File: config.mk
export PLATFORM = sky130hd
export DESIGN_NAME = uart_decimal_parser
export DESIGN_NICKNAME = d
export VERILOG_FILES = /design/src/rtl/uart_decimal_parser.sv
export SDC_FILE = /design/constraint.sdc
export NUM_CORES = 1
export LEC_CHECK = 0
export CORE_MARGIN = 2
export CORE_UTILIZATION = 58
export CTS_CLUSTER_DIAMETER = 40
export DETAILED_ROUTE_END_ITERATION = 12
export PLACE_DENSITY_LB_ADDON = 0.2
export SYNTH_ARGS = -nofsm -noshare
export SYNTH_HDL_FRONTEND = slang
export SYNTH_SLANG_ARGS = --single-unit
File: constraint.sdc
create_clock -name clk -period 4.2 [get_ports clk]
set_input_delay 0.84 -clock clk [delete_from_list [all_inputs] [get_ports clk]]
set_output_delay 0.84 -clock clk [all_outputs]
set_load 0.05 [all_outputs]
File: src/rtl/uart_decimal_parser.sv
// ASCII decimal line parser: accumulates '0'-'9' digits and publishes the value on CR/LF.
// Optional inter-byte timeout in ACCUM is enabled by defining DEC_PARSER_TIMEOUT_EN.
module uart_decimal_parser #(
  parameter int DATA_W      = 25,
  parameter int MAX_DIGITS  = 7,
  parameter int TIMEOUT_CYC = 2700000
) (
  input  logic              clk,
  input  logic              rst,
  input  logic [7:0]        rx_data,
  input  logic              rx_valid,
  output logic [DATA_W-1:0] dec_value,
  output logic              dec_valid,
  output logic              dec_err,
  output logic              busy
);

  localparam int CNT_W = $clog2(MAX_DIGITS + 1);

  typedef enum logic [1:0] {
    IDLE,
    ACCUM,
    ERROR
  } state_t;

  if (DATA_W < 4 || MAX_DIGITS < 1 || TIMEOUT_CYC < 2) begin : g_bad_cfg
    $error("uart_decimal_parser: unsupported parameter set");
  end

  state_t            state, state_n;
  logic [DATA_W-1:0] acc, acc_n, value_n;
  logic [CNT_W-1:0]  cnt, cnt_n;
  logic              valid_n, err_n;
  logic              is_digit, is_term, is_space;
  logic [DATA_W+3:0] acc_x, next_acc;
  logic              overflow;

`ifdef DEC_PARSER_TIMEOUT_EN
  localparam int TMR_W = $clog2(TIMEOUT_CYC);
  localparam logic [TMR_W-1:0] TMR_LAST = TMR_W'(TIMEOUT_CYC - 1);
  logic [TMR_W-1:0] tmr, tmr_n;
`endif

  assign is_digit = (rx_data >= 8'h30) && (rx_data <= 8'h39);
  assign is_term  = (rx_data == 8'h0D) || (rx_data == 8'h0A);
  assign is_space = (rx_data == 8'h20);

  // acc*10 + d with 4 guard bits so an overflow past DATA_W is visible
  assign acc_x    = {4'b0000, acc};
  assign next_acc = (acc_x << 3) + (acc_x << 1) + {{DATA_W{1'b0}}, rx_data[3:0]};
  assign overflow = |next_acc[DATA_W+3:DATA_W];

  assign busy = (state == ACCUM);

  always_ff @(posedge clk) begin
    if (rst) begin
      state     <= IDLE;
      acc       <= '0;
      cnt       <= '0;
      dec_value <= '0;
      dec_valid <= 1'b0;
      dec_err   <= 1'b0;
`ifdef DEC_PARSER_TIMEOUT_EN
      tmr       <= '0;
`endif
    end else begin
      state     <= state_n;
      acc       <= acc_n;
      cnt       <= cnt_n;
      dec_value <= value_n;
      dec_valid <= valid_n;
      dec_err   <= err_n;
`ifdef DEC_PARSER_TIMEOUT_EN
      tmr       <= tmr_n;
`endif
    end
  end

  always_comb begin
    state_n = state;
    acc_n   = acc;
    cnt_n   = cnt;
    value_n = dec_value;
    valid_n = 1'b0;
    err_n   = 1'b0;
`ifdef DEC_PARSER_TIMEOUT_EN
    tmr_n   = tmr;
`endif

    case (state)
      IDLE: begin
        if (rx_valid) begin
          if (is_digit) begin
            acc_n   = {{(DATA_W-4){1'b0}}, rx_data[3:0]};
            cnt_n   = CNT_W'(1);
            state_n = ACCUM;
          end else if (!is_term && !is_space) begin
            err_n   = 1'b1;
            state_n = ERROR;
          end
        end
      end

      ACCUM: begin
        if (rx_valid) begin
          if (is_digit) begin
            if (cnt == CNT_W'(MAX_DIGITS) || overflow) begin
              err_n   = 1'b1;
              state_n = ERROR;
            end else begin
              acc_n = next_acc[DATA_W-1:0];
              cnt_n = cnt + CNT_W'(1);
            end
          end else if (is_term) begin
            value_n = acc;
            valid_n = 1'b1;
            state_n = IDLE;
          end else begin
            err_n   = 1'b1;
            state_n = ERROR;
          end
        end
`ifdef DEC_PARSER_TIMEOUT_EN
        else if (tmr == TMR_LAST) begin
          err_n   = 1'b1;
          state_n = IDLE;
        end else begin
          tmr_n = tmr + TMR_W'(1);
        end
`endif
      end

      ERROR: begin
        if (rx_valid && is_term) state_n = IDLE;
      end

      default: state_n = IDLE;
    endcase

    // Partial number only lives in ACCUM
    if (state_n != ACCUM) begin
      acc_n = '0;
      cnt_n = '0;
    end
`ifdef DEC_PARSER_TIMEOUT_EN
    if (state_n != ACCUM || rx_valid) tmr_n = '0;
`endif
  end

endmodule

==> results of run 1 <==
placed cells by master, fill, tap and decap left out, types with 4 or more instances in the layout:
master / synthesis / routed
o21ai_0: 15 / 14
inv_1: 12 / 11
nand4_1: 5 / 5
a22oi_1: 21 / 20
nand2_1: 76 / 76
buf_4: 4 / 27
xnor2_1: 11 / 11
ha_1: 51 / 51
a21oi_1: 55 / 54
o21ai_1: 4 / 4
a211oi_2: 1 / 4
a21o_1: 9 / 9
clkbuf_8: 0 / 10
dfxtp_1: 57 / 57
nor2_1: 43 / 43
o211ai_1: 6 / 6
or3_1: 5 / 5
mux2i_1: 5 / 5
xor2_1: 7 / 7
nand3_1: 10 / 9
nand2b_1: 7 / 7
clkdlybuf4s50_1: 0 / 37
nor3_1: 5 / 5
o21bai_1: 4 / 4
and3_1: 4 / 4
sequential cells by signal (all words and copies together) (netlist names):
name	flops
state	2
dec_value	25
acc	25
cnt	3
dec_err	1
dec_valid	1
routing by layer:
layer | wire (um) | GRT usage [%] | vias to the layer above
met5 | 0 | 0 | -
met4 | 268 | 11.5 | 0
met3 | 555 | 5.81 | 25
met2 | 4970 | 48.5 | 122
met1 | 4370 | 36.4 | 1758
li1 | - | - | 1848
area by class of cell:
cell class | instances | share of cell area (%)
Multi-Input combinational cell | 388 | 55.8
Sequential cell | 57 | 23.9
Timing Repair Buffer | 68 | 12.9
Clock buffer | 10 | 2.89
Tap cell | 80 | 2.10
Clock inverter | 6 | 1.39
Inverter | 13 | 1.02
what timing repair did:
item,in CTS,in global routing
buffers inserted,2,1
pin swaps,7,6
gates resized for setup,15,5
cloned,2,0
hold buffers,0,0
setup endpoints to repair,29,22
power by group through the flow:
stage / Clock (mW) / Combinational, mW / Sequential (mW)
3_3_place_gp: 0 / 0.0399 / 0.555
5_1_grt: 0.565 / 0.0467 / 0.543
6_report: 0.537 / 0.0432 / 0.543
4_1_cts: 0.544 / 0.0424 / 0.543
2_1_floorplan: 0 / 0.0191 / 0.557
3_5_place_dp: 0 / 0.0407 / 0.555
kinds of logic (layout without fill, tap and decap cells):
kind of cell               after synthesis  count (layout)  share of synthesized area [%]
and+or+nand+nor                        168             168                           19.3
AOI/OAI and AO/OA                      142             142                           23.6
DFF                                     57              57                           28.9
adders and majority gates               53              53                           17.2
buffers and inverters                   38              97                           5.11
xor gates and xnor gates                18              18                           4.00
muxes                                    7               7                           1.84
worst max-delay path, stage by stage:
cell and delay [ns]:
clkdlybuf4s50_1 0.45, ha_1 0.31, ha_1 0.24, fa_2 0.36, a211oi_2 0.22, o21ai_2 0.09
o211ai_1 0.27, a211oi_2 0.12, or3_1 0.34, and2_4 0.19, o31ai_4 0.29, a32oi_4 0.23
buf_6 0.20, a21oi_1 0.12
worst paths after layout:
| kind | startpoint | end | slack, ns | cells past startpoint |
|---|---|---|---|---|
| worst min register to register | dec_value[5] | dec_value[5] | 0.45 | 2 |
| worst max-delay path | rx_data[2] | acc[24] | 0.20 | 14 |
| worst max register to register | acc[0] | acc[24] | 0.58 | 14 |
| worst min-delay path | dec_value[5] | dec_value[5] | 0.45 | 2 |
==> impl_metrics.csv, run 1 <==
group,metric,value,unit
logic_synthesis,async_reset_ff_share,0,%
sta,maxSlewViolCount,0,
logic_synthesis,ys_seq_elements,57,
power_and_ir_drop,totalPowerFinal,1.12,mW
die,initial_utilization,59.0,%
logic_synthesis,yosys_warnings,0,
sta,setup_ws,0.199,ns
sta,max_freq,250,MHz
route,avgRoutedWirePerCell,16.3,um
logic_synthesis,synth_fp_nets,547,
logic_synthesis,yosys_most_used_dff,"dfxtp_1",
setup_path,criticalPathCategory,"input pin to flip-flop",
route,via_count,3753,
logic_synthesis,synth_seq_area_share,28.9,%
sta,timing.setup.tns,0,ns
power_and_ir_drop,intPower,0.851,mW
layout,utilization,71.4,%
layout,layout.cells.non_filler,622,
job,maxCapViolations,0,
sta,hold_viol_final,0,
setup_path,arrival,4.27,ns
sta,holdWs,0.454,ns
die,num_rows,30,
die,die_h,86.5,um
power_and_ir_drop,seqPwrFrac,48.3,%
power_and_ir_drop,clkPwrFrac,47.8,%
clock_network,cts_max_level,3,
global_routing,grt_antenna_before_repair,0,
route,drt-initial-drc-count,217,
die,dieArea,0.00748,mm^2
clock_network,cts_tree,"done",
die,die_w,86.5,um
layout,num-fill-cells,511,
logic_synthesis,synthTopCellsByCount,"76 x nand2_1, 57 x dfxtp_1, 55 x a21oi_1",
place,dp_hpwl,7230,um
clock_network,clock_sinks,57,
power_and_ir_drop,sw_frac_of_total,24.2,%
logic_synthesis,ys_top_cells_by_area,"dfxtp_1 29%, ha_1 16%, nand2_1 7.2%",
power_and_ir_drop,power.density,236,mW/mm^2
layout,nets,601,
clock_network,clock_path_buffers,2,
power_and_ir_drop,p_comb_share,3.8,%
setup_path,critPathRequiredTime,4.47,ns
global_routing,overflow,0,
layout,drive_gt1_share,12.5,%
logic_synthesis,ys_types,51,
route,drt_wl_total,10200,um
sta,maxSlewHeadroom,65.8,%
logic_synthesis,synth_cells,483,
sta,finClkSkew,0.00967,ns
route,dr.pass1.iters,5,
global_routing,grt_util_all_layers,28.9,%
logic_synthesis,synth-edff-count,0,
sta,worstMarginPinSlew,0.511,ns
clock_network,cts_root_buf,"clkbuf_8",
power_and_ir_drop,vdd_drop_max,0.179,mV
setup_path,crit_path_start_kind,"input pin",
clock_network,clkTransAtPathRegs,0.07,ns
logic_synthesis,syn_avg_cell_area,8.17,um^2
layout,syn_to_final_growth,20.9,%
route,drc_errors,0,
setup_path,worstPathMaxFanout,7,
setup_path,cp-end-kind,"flip-flop",
layout,final_area,0.00477,mm^2
logic_synthesis,syn_area,0.00395,mm^2
place,dp.cells,601,
status,status,"completed",
sta,rsz0062_at_grt,"no",
die,coreArea,0.00668,mm^2
power_and_ir_drop,p_leak,2.07,nW
place,preCtsSetupSlack,-0.495,ns
power_and_ir_drop,switchingPower,0.272,mW
route,viasPerCell,6.03,
sta,fin_crit,4.00,ns
sta,setup_viol,0,
sta,period_share,95.3,%
clock_network,cts_buffers,9,
logic_synthesis,synth_top_area_share,28.9,%
logic_synthesis,yosysMostFrequentCell,"nand2_1",
logic_synthesis,yosys.area.top_type,"dfxtp_1",
worst_hold_path,min_path_type,"flip-flop to flip-flop",
layout,diodes,0,
place,gp_congestion,0.873,
die,ios,39,
layout,multi_input_area,0.00266,mm^2
global_routing,grt_pass1_vias,3706,
global_routing,grt_pass1_wl,17200,um
place,place_area,0.00447,mm^2
route,drtAntennaViolNets,0,
place,io_buffers,38,
clock_network,insertion_delay,0.35,ns
global_routing,grt_max_degree,30,
layout,regArea,0.00114,mm^2
Note: power is estimated with default switching activity, not from simulation.
==> inputs of run 2 (changes only) <==
--- a/config.mk
+++ b/config.mk
@@ -5,6 +5,7 @@
 export SDC_FILE = /design/constraint.sdc
 export NUM_CORES = 1
 export LEC_CHECK = 0
+export CAP_MARGIN = 10
 export CORE_MARGIN = 2
 export CORE_UTILIZATION = 58
 export CTS_CLUSTER_DIAMETER = 40
==> results of run 2 <==
The final DEF is identical to that of run 1; final timing and power are the same.
==> inputs of run 3 (changes only) <==
--- a/config.mk
+++ b/config.mk
@@ -10,7 +10,7 @@
 export CORE_UTILIZATION = 58
 export CTS_CLUSTER_DIAMETER = 40
 export DETAILED_ROUTE_END_ITERATION = 12
-export PLACE_DENSITY_LB_ADDON = 0.2
+export PLACE_DENSITY = 0.86
 export SYNTH_ARGS = -nofsm -noshare
 export SYNTH_HDL_FRONTEND = slang
 export SYNTH_SLANG_ARGS = --single-unit
==> run 3 against run 2 <==
- core utilization rose by 0.21 points
- maximum frequency down 1.4%
- sequential share of layout area is 0.069 points lower
- combinational power increased by 2%
- sequential power is essentially flat
- routed wire length rose by 7.7%
- cell count down 0.16%
- count of clock-buffer cells in the layout is 1 higher
- flip-flop and latch count stayed put
- total power increased by 5.2%
- critical endpoint is now acc[1]
==> impl_metrics.csv, run 3 (synthesized netlist as in run 1, its figures left out) <==
group,metric,value,unit
die,coreArea,0.00668,mm^2
sta,period_share,96.6,%
clock_network,cts_tree,"done",
route,drc_errors,0,
sta,worstMarginPinSlew,0.559,ns
die,die_w,86.5,um
power_and_ir_drop,vdd_drop_max,0.182,mV
setup_path,critPathRequiredTime,4.50,ns
clock_network,insertion_delay,0.36,ns
global_routing,grt_pass1_wl,17500,um
setup_path,criticalPathCategory,"input pin to flip-flop",
power_and_ir_drop,totalPowerFinal,1.18,mW
clock_network,cts_max_level,3,
layout,syn_to_final_growth,21.2,%
sta,hold_viol_final,0,
route,viasPerCell,6.25,
die,die_h,86.5,um
global_routing,overflow,0,
clock_network,clock_path_buffers,2,
place,place_area,0.00447,mm^2
clock_network,cts_hold_buf,0,
power_and_ir_drop,p_leak,2.08,nW
sta,max_freq,247,MHz
route,drtAntennaViolNets,0,
setup_path,path_delay_family,"compound AO/OA/AOI/OAI gates",
global_routing,top_usage_layer,"met2",
power_and_ir_drop,power.density,247,mW/mm^2
die,initial_utilization,59.0,%
job,maxCapViolations,0,
place,preCtsSetupSlack,-0.548,ns
layout,final_area,0.00478,mm^2
clock_network,cts_root_buf,"clkbuf_8",
place,dp.cells,600,
layout,layout.cells.non_filler,621,
sta,timing.setup.tns,0,ns
sta,holdWs,0.455,ns
die,dieArea,0.00748,mm^2
sta,fin_crit,4.06,ns
setup_path,arrival,4.35,ns
global_routing,grtUsageMet1,35.2,%
global_routing,met3_usage,7.05,%
layout,utilization,71.6,%
global_routing,grt_max_degree,30,
status,status,"completed",
layout,num-fill-cells,494,
clock_network,clkTransAtPathRegs,0.07,ns
setup_path,crit_cells,14,
setup_path,regToRegEndpoint,"acc[1]",
worst_hold_path,min_path_type,"flip-flop to flip-flop",
setup_path,ff2ff_path_depth,14,
route,drt-initial-drc-count,247,
sta,maxSlewViolCount,0,
global_routing,grt_antenna_before_repair,0,
setup_path,crit_start,"rx_data[2]",
setup_path,cp-endpoint,"acc[1]",
clock_network,clock_sinks,57,
route,drt_wl_total,10900,um
setup_path,worstPathMaxFanout,8,
route,via_count,3879,
setup_path,r2r_slack,0.58,ns
setup_path,rr_startpoint,"acc[0]",
layout,final_common_cell,"nand2_1",
layout,diodes,0,
place,io_buffers,38,
setup_path,cp_common_cell,"a211oi_2",
global_routing,grt_pass1_vias,3697,
route,avgRoutedWirePerCell,17.6,um
layout,layout_common_cells,"76 x nand2_1, 57 x dfxtp_1, 54 x a21oi_1",
setup_path,worstPathCellList,"clkdlybuf4s50_1 -> ha_1 -> ha_2 -> fa_2 -> a211oi_2 -> o21ai_2 -> o211ai_1 -> a211oi_2 -> or3_1 -> and2_4 -> o31ai_4 -> a32oi_4 -> buf_2 -> nor2_1",
die,ios,39,
setup_path,crit_slowest_cell,"clkdlybuf4s50_1",
sta,setup_viol,0,
layout,drive_gt1_share,12.4,%
clock_network,cts_buffers,9,
setup_path,path_buf_inv,2,
setup_path,cp-end-kind,"flip-flop",
global_routing,grt_util_all_layers,29.3,%
layout,reg_top3,"acc x25, dec_value x25, cnt x3",
layout,nets,600,
global_routing,grtUsageMet2,50.5,%
sta,maxSlewHeadroom,62.8,%
setup_path,crit_path_max_incr_delay,0.43,ns
sta,setup_ws,0.143,ns
place,gp_congestion,0.892,
sta,finClkSkew,0.00845,ns
die,num_rows,30,
route,dr.pass1.iters,7,
place,dp_hpwl,7400,um
setup_path,crit_path_start_kind,"input pin",
[run 3: changes by cell type in the layout (fill, tap and decap cells not counted), sizes merged]
cell,before,now
bufinv,1,2
buf,30,29
clkinv,2,4
inv,13,12
clkinvlp,3,0
clkbuf,10,11
[run 3: worst min path at each step]
stage | startpoint | endpoint | slack, ns | cells after the start
after floorplan | acc[2] | dec_value[2] | 0.45 | 2
after global placement | dec_value[0] | dec_value[0] | 0.44 | 2
after detailed placement | dec_value[22] | dec_value[22] | 0.45 | 2
after CTS | dec_value[22] | dec_value[22] | 0.46 | 2
after global routing | dec_value[1] | dec_value[1] | 0.47 | 2
final | dec_value[22] | dec_value[22] | 0.46 | 2
[run 3: final cells by class]
class / count / area [um^2] / share of cell area [%]
well taps: 80 / 100 / 2.09
inverters: 13 / 48.8 / 1.02
clock inverters: 5 / 78.8 / 1.65
repair buffers: 67 / 613 / 12.8
multi-input cells: 388 / 2660 / 55.6
clock buffers: 11 / 141 / 2.96
flip-flops and latches: 57 / 1140 / 23.9
[run 3: power by group]
| group | internal [mW] | switching, mW |
|---|---|---|
| combinational | 0.0194 | 0.0245 |
| clock | 0.349 | 0.245 |
| sequential | 0.542 | 0.00127 |
| total | 0.910 | 0.271 |
[run 3: worst reg2reg max path: stages, from the launching register on]
cell and delay [ns]:
dfxtp_1 0.38, inv_1 0.08, fa_1 0.51, inv_1 0.07, ha_1 0.34, a211oi_2 0.33
o211ai_2 0.14, nand3_1 0.14, a2111oi_1 0.10, or3_1 0.37, and2_4 0.20, o31ai_4 0.30
a32oi_4 0.24, buf_2 0.23, nor2_1 0.12
[run 3: routing by layer]
| metal | share of wire [%] | vias to the layer above | wire length [um] |
|---|---|---|---|
| li1 | - | 1849 | - |
| met1 | 41 | 1815 | 4450 |
| met2 | 50 | 170 | 5420 |
| met3 | 6.7 | 45 | 731 |
| met4 | 3.1 | 0 | 337 |
| met5 | 0 | - | 0 |
[run 3: timing repair]
action                     CTS  global route
pin swaps                    9             7
cloned                       2             0
setup endpoints to repair   29            29
setup buffers                1             2
resized for setup           15             5
